## config.mk

```make
export PLATFORM = sky130hd
export DESIGN_NAME = pll_reset_sequencer
export DESIGN_NICKNAME = d
export VERILOG_FILES = /design/src/rtl/pll_reset_sequencer.sv
export SDC_FILE = /design/constraint.sdc
export NUM_CORES = 1
export LEC_CHECK = 0
export BUFFER_PORTS_ARGS = -buffer_cell sky130_fd_sc_hd__buf_2
export CAP_MARGIN = 20
export CORE_MARGIN = 5
export CORE_UTILIZATION = 40
export DETAILED_ROUTE_END_ITERATION = 7
export SYNTH_ARGS = -nofsm -noshare
export SYNTH_HDL_FRONTEND = slang
export SYNTH_SLANG_ARGS = --single-unit
```

## constraint.sdc

```tcl
create_clock -name clock -period 3.25 [get_ports clock]
set_clock_uncertainty 0.2 [all_clocks]
set_input_delay 0.1625 -clock clock [delete_from_list [all_inputs] [get_ports clock]]
set_output_delay 0.1625 -clock clock [all_outputs]
set_load 0.01 [all_outputs]
```

## src/rtl/pll_reset_sequencer.sv

```systemverilog
// pll_reset_sequencer
//   Holds downstream clock domains in reset until the PLL has been locked for
//   LOCK_CYCLES cycles. It then releases rst_out[0] .. rst_out[STAGES-1] one at a
//   time, STAGE_GAP cycles apart. Lock loss or soft_rst re-asserts every reset
//   at once. Lock losses seen while fully running are counted, saturating.
//
// Ports
//   clock      in   PLL output clock
//   reset_n    in   asynchronous active-low reset
//   locked     in   PLL lock flag, asynchronous to clock
//   soft_rst   in   synchronous restart request (level or pulse)
//   rst_out    out  per-domain active-high resets, bit 0 released first
//   ready      out  high once every stage is released
//   lost_count out  saturating count of lock losses seen while running
module pll_reset_sequencer #(
    parameter int unsigned SYNC_STAGES = 2,
    parameter int unsigned LOCK_CYCLES = 1024,
    parameter int unsigned STAGES      = 3,
    parameter int unsigned STAGE_GAP   = 16,
    parameter int unsigned CNT_W       = 8
) (
    input  logic              clock,
    input  logic              reset_n,
    input  logic              locked,
    input  logic              soft_rst,
    output logic [STAGES-1:0] rst_out,
    output logic              ready,
    output logic [CNT_W-1:0]  lost_count
);

    localparam int unsigned MaxCnt = (LOCK_CYCLES > STAGE_GAP) ? LOCK_CYCLES : STAGE_GAP;
    localparam int unsigned CntW   = $clog2(MaxCnt + 1);
    localparam int unsigned IdxW   = $clog2(STAGES + 1);

    typedef enum logic [1:0] {
        StWaitLock,
        StSettle,
        StRelease,
        StRun
    } state_e;

    state_e                 state_q, state_d;
    logic [SYNC_STAGES-1:0] sync_q, sync_d;
    logic [CntW-1:0]        cnt_q, cnt_d;
    logic [IdxW-1:0]        idx_q, idx_d;
    logic [STAGES-1:0]      rst_out_q, rst_out_d;
    logic                   ready_q, ready_d;
    logic [CNT_W-1:0]       lost_q, lost_d;

    logic locked_s;
    logic abort;

    assign locked_s = sync_q[SYNC_STAGES-1];
    assign abort    = !locked_s || soft_rst;

    always_comb begin
        sync_d    = {sync_q[SYNC_STAGES-2:0], locked};
        state_d   = state_q;
        cnt_d     = cnt_q;
        idx_d     = idx_q;
        rst_out_d = rst_out_q;
        ready_d   = ready_q;
        lost_d    = lost_q;

        // Abort wins over every other transition, including the last release.
        if (state_q != StWaitLock && abort) begin
            if (state_q == StRun && !locked_s && lost_q != {CNT_W{1'b1}}) begin
                lost_d = lost_q + CNT_W'(1);
            end
            state_d   = StWaitLock;
            cnt_d     = '0;
            idx_d     = '0;
            rst_out_d = '1;
            ready_d   = 1'b0;
        end else begin
            unique case (state_q)
                StWaitLock: begin
                    rst_out_d = '1;
                    ready_d   = 1'b0;
                    cnt_d     = '0;
                    idx_d     = '0;
                    if (locked_s && !soft_rst) begin
                        state_d = StSettle;
                    end
                end
                StSettle: begin
                    if (cnt_q == CntW'(LOCK_CYCLES - 1)) begin
                        state_d = StRelease;
                        cnt_d   = '0;
                        idx_d   = '0;
                    end else begin
                        cnt_d = cnt_q + CntW'(1);
                    end
                end
                StRelease: begin
                    if (cnt_q == CntW'(STAGE_GAP - 1)) begin
                        for (int k = 0; k < STAGES; k++) begin
                            if (idx_q == IdxW'(k)) begin
                                rst_out_d[k] = 1'b0;
                            end
                        end
                        cnt_d = '0;
                        idx_d = idx_q + IdxW'(1);
                        if (idx_q == IdxW'(STAGES - 1)) begin
                            state_d = StRun;
                            ready_d = 1'b1;
                        end
                    end else begin
                        cnt_d = cnt_q + CntW'(1);
                    end
                end
                StRun: begin
                    rst_out_d = '0;
                    ready_d   = 1'b1;
                end
            endcase
        end
    end

    always_ff @(posedge clock or negedge reset_n) begin
        if (!reset_n) begin
            state_q   <= StWaitLock;
            sync_q    <= '0;
            cnt_q     <= '0;
            idx_q     <= '0;
            rst_out_q <= '1;
            ready_q   <= 1'b0;
            lost_q    <= '0;
        end else begin
            state_q   <= state_d;
            sync_q    <= sync_d;
            cnt_q     <= cnt_d;
            idx_q     <= idx_d;
            rst_out_q <= rst_out_d;
            ready_q   <= ready_d;
            lost_q    <= lost_d;
        end
    end

    assign rst_out    = rst_out_q;
    assign ready      = ready_q;
    assign lost_count = lost_q;

endmodule

```

# ---- Word-level counts from Yosys, hierarchy flattened
# Index checks and enable logic that the tools add are counted.
dict set report totals {
  register_bits 29
  input_bits 4
  output_inout_bits 12
  elab_cells 68
}
dict set report classes {
  addsub 3
  n_eq_ne 14
  n_mux 24
  n_reduce_logical 18
}
# op count
set ops {}
lappend ops {{2-to-1 mux 11 bit} 3}
lappend ops {{case mux 11 bit (3 select lines)} 1}
lappend ops {{inequality test 3 bit, second input constant} 6}
lappend ops {{2-to-1 mux 2 bit} 8}
lappend ops {{case mux 2 bit (3 select lines)} 2}
lappend ops {{AND reduction 3 bit} 4}
lappend ops {{adder 11 x 1 -> 11 bit, second input constant} 1}
lappend ops {{== test 11 x 10 -> 1 bit, second input constant} 1}
lappend ops {{== test 11 x 4 -> 1 bit, second input constant} 1}
lappend ops {{case mux 3 bit (3 select lines)} 1}
lappend ops {{adder 8 x 1 -> 8 bit, second input constant} 1}
lappend ops {{inequality test 8 bit, second input constant} 1}
lappend ops {{nonzero test 4 bit} 2}
lappend ops {{== test 2 bit, second input constant} 3}
lappend ops {{2-to-1 mux 1 bit} 6}
lappend ops {{2-to-1 mux 3 bit} 2}
lappend ops {{AND reduction 5 bit} 1}
lappend ops {{== test 2 x 1 -> 1 bit, second input constant} 2}
lappend ops {{logical AND 1 bit} 4}
lappend ops {{zero test 2 bit} 2}
lappend ops {{case mux 1 bit (3 select lines)} 1}
lappend ops {{adder 2 x 1 -> 2 bit, second input constant} 1}
lappend ops {{zero test 1 bit} 2}
lappend ops {{AND reduction 2 bit} 1}
lappend ops {{other kinds (2)} 2}

# ---- Logic depth before layout (Yosys ltp)
# Gate-level depths: netlist (run 1).
dict set report depth {
  ltp_word 5
  ltp_mapped 8
  mapped_depth_nobuf 7
}

# ---- Least setup slack after synthesis (run 1)
# No wires, ideal clock.
dict set report synth_path {
  path_type {register to register}
  from {reg state_q[0]}
  to {reg lost_q[6] (netlist: lost_count[6])}
  arrival_time_ns 1.975
  setup_slack_ns 0.950
  path_stages_with_launch 9
  synth_period_minus_slack_ns 2.300
  path_cell_list {dfrtp_1 > inv_1 > ha_1 > clkbuf_1 > or3b_2 > a31oi_2 > and4_1 > nand3_1 > xnor2_1}
}
dict set report synth_via {
  elab_chain_len 4
}
# element line
set synth_lines {}
lappend synth_lines {{start: declaration} 42} ;# state_e state_q, state_d;
lappend synth_lines {{start signal: assignment} 122} ;# state_q <= StWaitLock;
lappend synth_lines {{start signal: assignment} 130} ;# state_q <= state_d;
lappend synth_lines {{== test 2 bit} 67} ;# if (state_q == StRun && !locked_s && lost_q != {CNT_W{1'b1}}) begin
lappend synth_lines {{logical AND 1 bit (2 in series)} 67}
lappend synth_lines {{AND reduction 2 bit (no line) *} --}
lappend synth_lines {{end signal: assignment} 136} ;# lost_q <= lost_d;
lappend synth_lines {{end: declaration} 48} ;# logic [CNT_W-1:0] lost_q, lost_d;
# Mark *: on every way between the ends. The rest lies on a longest branch, timed or not.
# A chain may end at the register's enable or synchronous reset.

# ---- Worst setup path after layout (run 1)
dict set report layout_path {
  from {reg state_q[0]}
  to {reg cnt_q[3]}
}
dict set report layout_via {
  elab_chain_len 3
}
# element line
set layout_lines {}
lappend layout_lines {{== test 2 bit, or another cell as far along} 76} ;# unique case (state_q)
lappend layout_lines {{case mux 11 bit (3 select lines) or logical AND 1 bit (tied branches)} {76, 66}}
lappend layout_lines {{2-to-1 mux 11 bit or nonzero test 4 bit (tied branches)} --}
lappend layout_lines {{end signal: assignment} 132} ;# cnt_q <= cnt_d;
lappend layout_lines {{end: declaration} 44} ;# logic [CntW-1:0] cnt_q, cnt_d;
# Several ways; a longest one is shown, not always the timed one.

==> results.cfg, run 1 <==
[yosys]
synth_warnings = 0
ys_seq_elements = 29
postSynthNetCount = 171
synth_commonest_cells = dfrtp_1 (26), nor2_1 (13), nand2_1 (11)
seq_area_frac_synth = 0.453
synth_top_area_frac = 0.404
synth_cells = 158
synth_area_leaders = dfrtp_1 (40%), ha_1 (7.0%), dfstp_2 (4.9%)
synth.most_common_cell = dfrtp_1
synthFlopType = dfrtp_1
synth_largest_area_cell = dfrtp_1
synth_edf_count = 0
yosys.cell_types.count = 45
async_reset_ff_frac = 1.00
synth_area_um2 = 1610
syn_area_per_cell_um2 = 10.2

[sta]
holdWs_ps = 81.8
hold_violations = 0
setup_viol = 0
relSlewSlack = 0.557
fin_crit_sh = 0.756
max_freq_ghz = 0.407
setup_tns_ps = 0
rsz0062_at_grt = no
slew_viol_final = 0
tightest_slew_ps = 664
fin_crit_ps = 2460
layout_setup_ws_ps = 793

[layout]
drive_gt1_frac = 0.188
fillCellCount = 349
insertedDiodeCount = 0
nets = 193
syn2layout_area_growth_pct = 14.1
fin_area_um2 = 1840

[worst_setup_path]
slowest_delay_ps = 570
cp_slowest_cell = o211ai_2
r2r_setup_slack_ps = 790
path_buf_inv = 2
crit_top_cell = inv_1
critPathKind = reg -> reg
crit_required_ps = 3220
cp.arrival_ps = 2430
end_kind = register
cp_max_fo = 15
crit_chain = inv_1 -> ha_1 -> inv_1 -> a41oi_1 -> o211ai_2 -> nor2_2 -> a221o_1
cp-start-kind = register
crit_family = compound AO/OA/AOI/OAI gates

[drt]
ant_nets = 0
vias = 1267
dr.pass1.iters = 4
routed_wl_mm = 3.37
drtIter0Drc = 62
vias_per_cell = 5.48
drc = 0
wire_per_inst_um = 14.6

[clock_tree]
cts_tree = done
cts.sinks = 29
ctsRootBufferMaster = clkbuf_8
clk_pin_slew_ps = 60
cts_buffers = 5
cts_resized = 0
clock_latency_ps = 280
clockBufferDepth = 2
htreeDepth = 2

[global_route]
antenna_found_initial = 0
grtUsageTotal = 0.140
grt_pass1_wl_mm = 5.75
overflow = 0
grt_pass1_vias = 1247
grt_max_degree = 30

[floorplan]
die_w_um = 73.5
die_y_um = 73.5
io_pins = 16
initial_core_util = 0.408
core-area_um2 = 3940
rows = 23
die_area_um2 = 5390

[place]
gp_congestion = 0.800
io_buffers = 15
hpwl_mm = 2.42
pre_cts_slack_ps = 829
dpl_cell_area_um2 = 1740

[min_path]
min_path_type = in -> reg

[pwr]
p_per_area_nw_per_um2 = 637
p_leak_uw = 0.000861
peakVddDrop_v = 0.000258

[flow_run]
cap_violations = 0

[status]
status = complete, no violations
[final timing paths]
check,from,end,cells past startpoint
max in group asynchronous,reset_n,cnt_q[6],2
worst max-delay path,state_q[0],cnt_q[3],7
worst max register to register,state_q[0],cnt_q[3],7
min in group asynchronous,reset_n,ready,2
worst min register to register,sync_q[0],sync_q[1],0
worst min-delay path,soft_rst,state_q[1],4
[metal layers]
layer	track usage	wire, um
met5	0	0
met4	0.0624	61
met3	0.0506	131
met2	0.221	1620
met1	0.170	1560
[timing repair]
action / CTS / global route
setup endpoints to repair: 0 / 0
endpoints found under the hold margin: 27 / 0
hold buffers: 2 / 0
buffers inserted: 0 / 0
[power breakdown]
part	internal, uW	switching, uW
Clock	150	130
Combinational	159	254
Sequential	429	48.9
[sequential cells by signal, indices dropped and copies added, names as in the netlist]
register,cells
rst_out,3
idx_q,2
ready,1
cnt_q,11
sync_q,2
lost_count,8
state_q,2
[layout make-up]
cell class / count / area (um2) / share of cell area
Sequential cell: 29 / 729 / 0.397
Tap cell: 50 / 62.6 / 0.0340
Clock inverter: 1 / 5.00 / 0.00272
Timing Repair Buffer: 17 / 95.1 / 0.0517
Clock buffer: 7 / 76.3 / 0.0415
Multi-Input combinational cell: 120 / 843 / 0.459
Inverter: 7 / 26.3 / 0.0143
[logic make-up (layout without fill, tap and decap cells)]
family,Yosys count,count (layout),share of synthesized area
flip-flops,29,29,0.453
multiplexers,3,3,0.0194
buffers and inverters,9,32,0.0233
AND/OR/NAND/NOR,64,64,0.223
AO/OA/AOI/OAI,36,36,0.168
XOR/XNOR,8,8,0.0435
adder cells (fa/ha/maj),9,9,0.0699
[worst min-delay path, cell delays in order]
cell and delay [ps]:
buf_2 90, nor2b_1 80, nand4_1 100, o31ai_1 80
[placed cells by master, fill, tap and decap left out, types with 2 or more instances in the layout]
master and instances:
dfrtp_1 26, buf_2 15, nor2_1 13, nand2_1 11, ha_1 9, inv_1 7
nand3_1 7, nor3_1 6, o21ai_0 6, and3_1 5, xnor2_1 5, clkbuf_8 5
a22o_1 4, a21o_1 4, o31ai_1 4, and2_1 3, xor2_1 3, a21oi_1 3
nand4_1 3, nor4_1 3, o21ai_1 3, dfstp_2 3, nand2b_1 2, nor4b_1 2
and4_1 2, mux2i_1 2, o21a_1 2, clkbuf_1 2, dlygate4sd3_1 2
[through the flow]
stage	power, uW	util	std cells
floorplan	782	-	158
global placement	874	0.440	221
detailed placement	892	0.440	221
CTS	1180	0.466	231
global route	1260	0.466	231
finish	1170	0.466	231
Power figures use the tool's default switching activity.
==> inputs of run 2 (changes only) <==
--- a/config.mk
+++ b/config.mk
@@ -5,6 +5,7 @@
 export SDC_FILE = /design/constraint.sdc
 export NUM_CORES = 1
 export LEC_CHECK = 0
+export ABC_AREA = 1
 export BUFFER_PORTS_ARGS = -buffer_cell sky130_fd_sc_hd__buf_2
 export CAP_MARGIN = 20
 export CORE_MARGIN = 5
==> constraint.sdc (replaced) <==
create_clock -name clock -period 1.97 [get_ports clock]
set_clock_uncertainty 0.2 [all_clocks]
set_input_delay 0.0985 -clock clock [delete_from_list [all_inputs] [get_ports clock]]
set_output_delay 0.0985 -clock clock [all_outputs]
set_load 0.01 [all_outputs]
==> results.cfg, run 2 <==
[floorplan]
rows = 24
initial_core_util = 0.421
io_pins = 16
die_area_um2 = 6140
core-area_um2 = 4440
die_w_um = 78.4
die_y_um = 78.4

[yosys]
synth_top_area_frac = 0.348
synth_area_um2 = 1870
synth_edf_count = 0
synth_warnings = 0
async_reset_ff_frac = 1.00
seq_area_frac_synth = 0.390
yosys.cell_types.count = 26
synthFlopType = dfrtp_1
ys_seq_elements = 29
postSynthNetCount = 263
syn_area_per_cell_um2 = 7.48
synth_commonest_cells = nand2_1 (87), inv_1 (30), dfrtp_1 (26)
synth.most_common_cell = nand2_1
synth_cells = 250
synth_largest_area_cell = dfrtp_1
synth_area_leaders = dfrtp_1 (35%), nand2_1 (17%), ha_1 (6.0%)

[clock_tree]
ctsRootBufferMaster = clkbuf_8
clock_latency_ps = 280
cts_tree = done
cts_buffers = 5
htreeDepth = 2
cts.sinks = 29
clk_pin_slew_ps = 60
clockBufferDepth = 2

[place]
io_buffers = 15
gp_congestion = 0.801
pre_cts_slack_ps = 125
hpwl_mm = 2.81
dpl_cell_area_um2 = 2030

[worst_setup_path]
cp_max_fo = 7
reg2reg_depth = 8
regToRegStartpoint = state_q[1]
worstReg2RegEnd = lost_count[4]
critPathKind = reg -> reg
cp-start-kind = register
crit_required_ps = 1940
end_kind = register
cp.arrival_ps = 1750
r2r_setup_slack_ps = 200

[sta]
tightest_slew_ps = 652
layout_setup_ws_ps = 198
slew_viol_final = 0
rsz0062_at_grt = no
setup_tns_ps = 0
relSlewSlack = 0.565
fin_crit_sh = 0.899
setup_viol = 0
max_freq_ghz = 0.564
fin_crit_ps = 1770
hold_violations = 0

[drt]
drtIter0Drc = 69
routed_wl_mm = 3.66
vias = 1542
ant_nets = 0
vias_per_cell = 4.69
dr.pass1.iters = 4
wire_per_inst_um = 11.1
drc = 0

[layout]
layout_commonest_cell = nand2_1
seqCellArea_um2 = 729
multi_input_area_um2 = 1010
syn2layout_area_growth_pct = 17.5
utilization = 0.494
fillCellCount = 451
drive_gt1_frac = 0.191
nets = 289
regMostFlops = cnt_q
final_cell_mix = nand2_1 (87), inv_1 (30), dfrtp_1 (26)
largest_reg_flops = 11
fin_area_um2 = 2200
insertedDiodeCount = 0

[global_route]
antenna_found_initial = 0
grt_pass1_wl_mm = 6.41
grt_max_degree = 30
overflow = 0
grt_pass1_vias = 1421
grtUsageTotal = 0.133

[min_path]
min_to = state_q[0]
min_from = soft_rst
holdPathStages = 6
min_path_type = in -> reg

[pwr]
p_leak_uw = 0.00115
p_total_uw = 2580
p_per_area_nw_per_um2 = 1170
peakVddDrop_v = 0.000629

[status]
status = complete, no violations

[flow_run]
cap_violations = 0
[run 2: repair_timing]
item | CTS | global route
buffers inserted | 0 | 0
resized for setup | 0 | 2
hold buffers | 2 | 0
endpoints found under the hold margin | 27 | 0
endpoints found under the setup margin | 0 | 12
[run 2: worst max-delay path by stage]
stage	endpoint	cells after the start	from
after floorplan	state_q[0]	8	state_q[0]
after global placement	state_q[1]	8	state_q[0]
after detailed placement	cnt_q[8]	8	state_q[1]
after CTS	cnt_q[8]	8	state_q[1]
after global routing	lost_count[4]	8	state_q[1]
final	lost_count[4]	8	state_q[1]
[run 2: metrics by stage]
stage / std cells / hold WS (ps)
after floorplan: 250 / -397
after global placement: 319 / -26.8
after detailed placement: 319 / -27.7
after CTS: 329 / 94.1
after global routing: 329 / 141
final: 329 / 99.5
[run 2: metal layers]
metal,share of wire,vias to the layer above,track usage
li1,-,850,-
met4,0.011,0,0.0524
met1,0.50,674,0.171
met5,0,-,0
met3,0.034,4,0.0400
met2,0.46,14,0.209
[run 2: power breakdown]
group | switching, uW | internal (uW) | total [uW]
registers | 88.1 | 731 | 819
clock network | 226 | 502 | 728
logic | 648 | 384 | 1030
[run 2: worst max-delay path: stages, from the launching register on]
cell	delay [ps]
dfrtp_1	390
inv_1	120
ha_4	200
nor3_1	280
nand2_2	170
inv_2	140
nand2_1	60
nand2_1	50
nand2_1	50
[run 2: layout make-up]
cell class	count	area share
Multi-Input combinational cell	185	0.461
Sequential cell	29	0.332
Timing Repair Buffer	22	0.0604
Inverter	33	0.0564
Clock buffer	5	0.0313
Clock inverter	3	0.0296
Tap cell	52	0.0296
[run 2: kinds of logic (layout without fill, tap and decap cells)]
family          after synthesis  count (layout)  synth area share
flops                        29              29             0.390
buf+inv                      36              63            0.0756
xor+xnor                      9               9            0.0421
simple gates                155             155             0.398
fa+ha+maj                     9               9            0.0602
compound gates               12              12            0.0341
